## src/rtl/vga_timing_gen.sv

```systemverilog
// Raster timing generator for 640x480@60 VGA.
// Produces scan position, active flag, line/frame strobes and delayed syncs.
module vga_timing_gen #(
  parameter int H_ACTIVE   = 640,
  parameter int H_FP       = 16,
  parameter int H_SYNC     = 96,
  parameter int H_BP       = 48,
  parameter int V_ACTIVE   = 480,
  parameter int V_FP       = 10,
  parameter int V_SYNC     = 2,
  parameter int V_BP       = 33,
  parameter bit HS_POL     = 1'b0,
  parameter bit VS_POL     = 1'b0,
  parameter int CLK_DIV    = 2,
  parameter int SYNC_DELAY = 1
) (
  input  logic       clk,
  input  logic       rst,
  input  logic       en,
  output logic       pxl_tick,
  output logic [9:0] x,
  output logic [9:0] y,
  output logic       pxl_en,
  output logic       line_pulse,
  output logic       frame_pulse,
  output logic       hsync,
  output logic       vsync
);

  localparam int H_TOTAL = H_ACTIVE + H_FP + H_SYNC + H_BP;
  localparam int V_TOTAL = V_ACTIVE + V_FP + V_SYNC + V_BP;

  localparam logic [9:0]  H_LAST   = 10'(H_TOTAL - 1);
  localparam logic [9:0]  V_LAST   = 10'(V_TOTAL - 1);
  localparam logic [10:0] H_ACT    = 11'(H_ACTIVE);
  localparam logic [10:0] V_ACT    = 11'(V_ACTIVE);
  localparam logic [10:0] H_SS     = 11'(H_ACTIVE + H_FP);
  localparam logic [10:0] H_SE     = 11'(H_ACTIVE + H_FP + H_SYNC);
  localparam logic [10:0] V_SS     = 11'(V_ACTIVE + V_FP);
  localparam logic [10:0] V_SE     = 11'(V_ACTIVE + V_FP + V_SYNC);
  localparam logic [2:0]  DIV_LAST = 3'(CLK_DIV - 1);

  logic [2:0]            div_q, div_d;
  logic [9:0]            h_q, h_d;
  logic [9:0]            v_q, v_d;
  logic [9:0]            x_q, y_q;
  logic                  act_q, lp_q, fp_q;
  logic [SYNC_DELAY:0]   hs_q, hs_d;
  logic [SYNC_DELAY:0]   vs_q, vs_d;
  logic                  tick;
  logic                  h_wrap;
  logic [10:0]           hx, vx;
  logic                  act_raw, hs_raw, vs_raw;

  assign tick    = en & ~rst & (div_q == DIV_LAST);
  assign h_wrap  = (h_q == H_LAST);
  assign hx      = {1'b0, h_q};
  assign vx      = {1'b0, v_q};
  assign act_raw = (hx < H_ACT) & (vx < V_ACT);
  assign hs_raw  = (hx >= H_SS) & (hx < H_SE);
  assign vs_raw  = (vx >= V_SS) & (vx < V_SE);

  always_comb begin
    div_d = div_q;
    h_d   = h_q;
    v_d   = v_q;
    hs_d  = hs_q;
    vs_d  = vs_q;
    if (en) begin
      div_d = tick ? 3'd0 : div_q + 3'd1;
    end
    if (tick) begin
      h_d = h_wrap ? 10'd0 : h_q + 10'd1;
      if (h_wrap) begin
        v_d = (v_q == V_LAST) ? 10'd0 : v_q + 10'd1;
      end
      // Sync pipeline index 0 is level with x/y; the top stage drives the pin.
      hs_d[0] = hs_raw;
      vs_d[0] = vs_raw;
      for (int i = 1; i <= SYNC_DELAY; i++) begin
        hs_d[i] = hs_q[i-1];
        vs_d[i] = vs_q[i-1];
      end
    end
  end

  always_ff @(posedge clk or posedge rst) begin
    if (rst) begin
      div_q <= '0;
      h_q   <= '0;
      v_q   <= '0;
      x_q   <= '0;
      y_q   <= '0;
      act_q <= 1'b0;
      lp_q  <= 1'b0;
      fp_q  <= 1'b0;
      hs_q  <= '0;
      vs_q  <= '0;
    end else begin
      div_q <= div_d;
      h_q   <= h_d;
      v_q   <= v_d;
      hs_q  <= hs_d;
      vs_q  <= vs_d;
      lp_q  <= tick & (h_q == 10'd0);
      fp_q  <= tick & (h_q == 10'd0) & (vx == V_ACT);
      if (tick) begin
        x_q   <= h_q;
        y_q   <= v_q;
        act_q <= act_raw;
      end
    end
  end

  assign pxl_tick    = tick;
  assign x           = x_q;
  assign y           = y_q;
  assign pxl_en      = act_q & en;
  assign line_pulse  = lp_q & en;
  assign frame_pulse = fp_q & en;
  assign hsync       = HS_POL ? hs_q[SYNC_DELAY] : ~hs_q[SYNC_DELAY];
  assign vsync       = VS_POL ? vs_q[SYNC_DELAY] : ~vs_q[SYNC_DELAY];

endmodule

```

## config.mk

```make
export PLATFORM = sky130hd
export DESIGN_NAME = vga_timing_gen
export DESIGN_NICKNAME = d
export VERILOG_FILES = /design/src/rtl/vga_timing_gen.sv
export SDC_FILE = /design/constraint.sdc
export NUM_CORES = 1
export LEC_CHECK = 0
export CAP_MARGIN = 25
export CORE_ASPECT_RATIO = 0.8
export CORE_MARGIN = 3
export CORE_UTILIZATION = 59
export CTS_CLUSTER_SIZE = 40
export DETAILED_ROUTE_END_ITERATION = 16
export GPL_TIMING_DRIVEN = 0
export HOLD_SLACK_MARGIN = 0.08
export PLACE_DENSITY = 0.84
export SLEW_MARGIN = 20
export SYNTH_ARGS = -nofsm -noshare
export SYNTH_HDL_FRONTEND = slang
export SYNTH_SLANG_ARGS = --single-unit
```

## constraint.sdc

```tcl
create_clock -name clk -period 6.5 [get_ports clk]
set_clock_uncertainty 0.05 [all_clocks]
set_input_delay 1.95 -clock clk [delete_from_list [all_inputs] [get_ports clk]]
set_output_delay 1.95 -clock clk [all_outputs]
set_load 0.1 [all_outputs]
```

Word-level counts from Yosys, hierarchy flattened
Index checks and enable logic that the tools add are counted.

operators by class
  add/subtract/negate cells = 3
  $lt $le $gt $ge = 6
  equal/unequal tests = 4
  multiplexer cells = 3
  bitwise logic cells = 13
  reductions and logical operators = 2

operators by type and width
  kind                                                                 count
  adder 10 x 1 -> 10 bit (second input constant)                       2
  == test 10 bit (second input constant)                               2
  < comparator 10 bit (second input constant)                          2
  < comparator 10 x 9 -> 1 bit (second input constant)                 2
  two-way mux 10 bit                                                   2
  bitwise AND 1 bit                                                    10
  == test 10 x 9 -> 1 bit (second input constant)                      1
  greater-or-equal comparator 10 bit (second input constant)           1
  greater-or-equal comparator 10 x 9 -> 1 bit (second input constant)  1
  zero test 10 bit                                                     1
  adder 3 x 1 -> 3 bit (second input constant)                         1
  == test 3 x 1 -> 1 bit (second input constant)                       1
  two-way mux 3 bit                                                    1
  inverter 1 bit                                                       3
  AND reduction 2 bit                                                  1

storage, ports and cells
  flip-flop bits (word level) = 50
  input port bits = 3
  output and inout bits = 26
  word-level logic and storage cells = 41

Logic depth before layout (Yosys ltp)
  depth in word-level cells = 5
  mapped depth = 9

Worst setup path after synthesis
Ideal clock, no wire load.

  path kind = input-to-output
  from = in rst
  to = out pxl_tick
  arrival time = 3672 ps
  data required time = 4500 ps
  path slack = 828 ps
  stages on the path = 5
  path through = nand4bb_1 > buf_2 > inv_1 > clkbuf_1 > clkbuf_1

between the ends
  longest elaborated chain between the ends = 3

RTL lines
  item                             line  text
  from (decl)                      18    input logic rst,
  inverter 1 bit                   55    assign tick = en & ~rst & (div_q == DIV_LAST);
  bitwise AND 1 bit (2 in series)  55
  to (decl)                        20    output logic pxl_tick,

No other way between the ends.

Worst setup path after layout
  from = in en
  to = out pxl_tick

between the ends
  longest elaborated chain between the ends = 2

RTL lines
  item                             line  text
  from (decl)                      19    input logic en,
  bitwise AND 1 bit (2 in series)  55

No other way between the ends.

==> impl_results.md <==
* Pwr dens at 337.4 nW/um^2
* Crit path max-delay family: buffers and inverters
* Total number of vias at 1759
* Multi-input combinational cell area at 923.4 um^2
* Area Growth Syn to Fin at 19.32%
* Avg Vias per Cell at 5.549
* Post-place setup slack at -0.4945 ns
* TritonRoute pass-1 iters at 5
* Main combinational cell family by area after synthesis: simple AND/OR/NAND/NOR gates
* Min Hold Slack at 0.4317 ns
* Area of the die at 4639 um^2
* CP endpoint kind: primary output
* RSZ-0062 raised after global routing: false
* Synthesized area per cell at 9.552 um^2
* Final Hold Vio Count at 0
* WP data required at 4.50 ns
* Drt first-iter violations at 101
* Setup slack after layout at 0.1939 ns
* Synth Instances at 238
* Sink Count at 50
* Final Non-Filler Cells at 317
* CP arrival at 4.31 ns
* Number of I/O pins at 29
* TNS Setup at 0 ns
* Outcome: completed
* Wire length per cell at 14.59 um
* Layout cell share with drive strength beyond 1 at 0.06182
* Total power draw at 0.9152 mW
* Register area at 1251 um^2
* H-tree levels at 2
* # DRC at 0
* Fin crit share at 0.9702
* Number of global-route vias before repair at 1688
* Kind of critical path: input port to primary output
* Clk Tree Root Cell: clkbuf_8
* Gr ovfl total at 0
* Register area share after synthesis at 0.5504
* Final worst path period need at 6.306 ns
* Number of buffers created by CTS at 5
* Clock-pin transition on the worst setup and hold timing paths at 0.09 ns
* Post-synthesis adder-cell area fraction at 0.03302
* Synthesis Warnings at 0
* Clk buf depth at 2
* Synth Net Count at 247
* Post-synthesis mux area share at 0.01871
* Largest net degree at the start of global routing at 36
* XOR/XNOR share of the synthesized area at 0.04623
* Worst path slowest cell: clkdlybuf4s50_1
* Cells after DPL at 309
* Worst Tran Pin Value at 0.9754 ns
* Post-DP HPWL at 3.374 mm
* Hold-fix buffers, CTS at 0
* Syn Std Cell Area at 2273 um^2
* Max VDD drop at 0.3262 mV
* Max-slew violations at 0
* Total GRT Usage at 0.2284
* CP Cell Sequence: clkdlybuf4s50_1 > nand4bb_1 > buf_2 > inv_1 > clkbuf_1 > clkbuf_1 > buf_2
* Total Wirelength at 4.626 mm
* First-pass GRT wire length at 7.831 mm
* CTS tree: done
* Synth cell types at 35
* Post-synthesis compound-gate area fraction at 0.05889
* Gpl congestion at 0.8746
* Slew Limit Headroom at 0.3477
* Worst min path class: flip-flop to flip-flop
* Number of port buffers at 28
* Core box area at 3566 um^2
* Critical Path Max Stage Delay at 0.59 ns
* Max FO, Critical Path at 10
* Worst skew pair latency at 0.30 ns
* Final Setup Violations at 0
* Die Wd at 75.40 um
* Yosys reg bits at 50
* Initial antenna violation count at 0
* CP startpoint kind: input port
* Initial Util at 0.6375
* Antenna cell count at 0
* WP buf/inv at 6
* Timing-limited maximum frequency at 0.1586 GHz
* Die Y at 61.52 um
* Leak at 1.292 nW
* Max-cap violations at 0
* Standard-cell row count at 19
* Post-Synth Simple-Gate Area at 0.2493
* ANT nets after route at 0
* Fillers at 264
* Layout Nets at 283
==> state kept, by name, indices dropped and copies added (netlist names) <==
register,cells
act_q,1
div_q,3
fp_q,1
h_q,10
hs_q,2
lp_q,1
v_q,10
vs_q,2
x,10
y,10
==> cells in the mapped netlist, drive strengths merged <==
cell type | count | area, um^2
and2 | 3 | 18.77
or3 | 2 | 12.51
nor2 | 10 | 37.54
nand4b | 2 | 17.52
xor2 | 5 | 43.79
nand4 | 7 | 43.79
dfrtp | 50 | 1251
or4 | 4 | 33.78
or2 | 2 | 12.52
nand2b | 1 | 6.260
nand2 | 70 | 262.8
and4b | 1 | 10.01
mux2 | 2 | 22.52
xnor2 | 7 | 61.31
and3 | 4 | 25.02
o31ai | 2 | 15.01
o21ai | 14 | 70.06
ha | 6 | 75.07
mux2i | 2 | 20.02
nand3 | 5 | 25.02
a22o | 1 | 8.760
clkbuf | 11 | 41.29
inv | 11 | 41.29
o211ai | 4 | 30.03
nor3 | 3 | 15.01
nand4bb | 1 | 11.26
nor4 | 3 | 25.02
a21oi | 2 | 10.01
or4b | 1 | 10.01
buf | 2 | 16.26
==> cells in the final DEF, fill, tap and decap left out, drive strengths merged, types with 5 or more instances in the layout <==
| cell type | count |
|---|---|
| clkbuf | 18 |
| dfrtp | 50 |
| o21ai | 14 |
| nor2 | 10 |
| nand4 | 7 |
| xor2 | 5 |
| xnor2 | 7 |
| nand2 | 70 |
| ha | 6 |
| nand3 | 5 |
| clkdlybuf4s50 | 27 |
| inv | 11 |
==> final timing paths <==
path,startpoint,end,slack (ns),cells after the start
max in group asynchronous,rst,h_q[7],3.96,3
hold / removal,x[2],x[2],0.43,2
hold reg to reg,x[2],x[2],0.43,2
setup / recovery,en,pxl_tick,0.19,7
min in group asynchronous,rst,x[3],1.94,2
setup reg to reg,div_q[1],v_q[8],4.18,7
==> layout make-up <==
class                      instances  share of cell area
clock inverter                     1            0.001845
clock buffer                       7             0.03183
timing repair buffer              29              0.1089
multi-input combinational        164              0.3404
buffer                            13             0.02122
inverter                          11             0.01522
sequential                        50              0.4613
tap                               42             0.01937
==> kinds of logic after synthesis <==
group,after synthesis
and+or+nand+nor,119
AOI/OAI and AO/OA,23
muxes,4
DFF,50
xor gates and xnor gates,12
adders and majority gates,6
buffers and inverters,24
==> worst register-to-register path, cell delays in order (launching register included) <==
cell and delay (ns):
dfrtp_1 0.39, inv_1 0.08, ha_1 0.16, nand4bb_1 0.11, buf_2 0.18, nor4_2 0.82
nand4_1 0.25, xnor2_1 0.18
==> per-stage QoR <==
step                utilization  instance area [um^2]
floorplan                     -                  2273
global placement         0.7309                  2606
detailed placement       0.7365                  2626
CTS                      0.7625                  2719
global route             0.7607                  2713
finish                   0.7607                  2713
==> routing by layer <==
layer,part of all wire,global-route usage,vias to the layer above
met5,0,0,-
met4,0.015,0.08229,0
met3,0.046,0.05546,8
met2,0.44,0.3309,52
met1,0.50,0.3362,839
li1,-,-,860
==> power by group <==
group / switching, mW / leakage [nW] / internal, mW
Clock: 0.0971 / 0.0482 / 0.0860
Combinational: 0.262 / 0.584 / 0.0840
Sequential: 0.0298 / 0.659 / 0.356
==> what timing repair did <==
item / in CTS / in global routing
setup endpoints to repair: 1 / 1
buffers inserted: 0 / 0
resized for setup: 3 / 2
(Power assumes the default switching activity.)
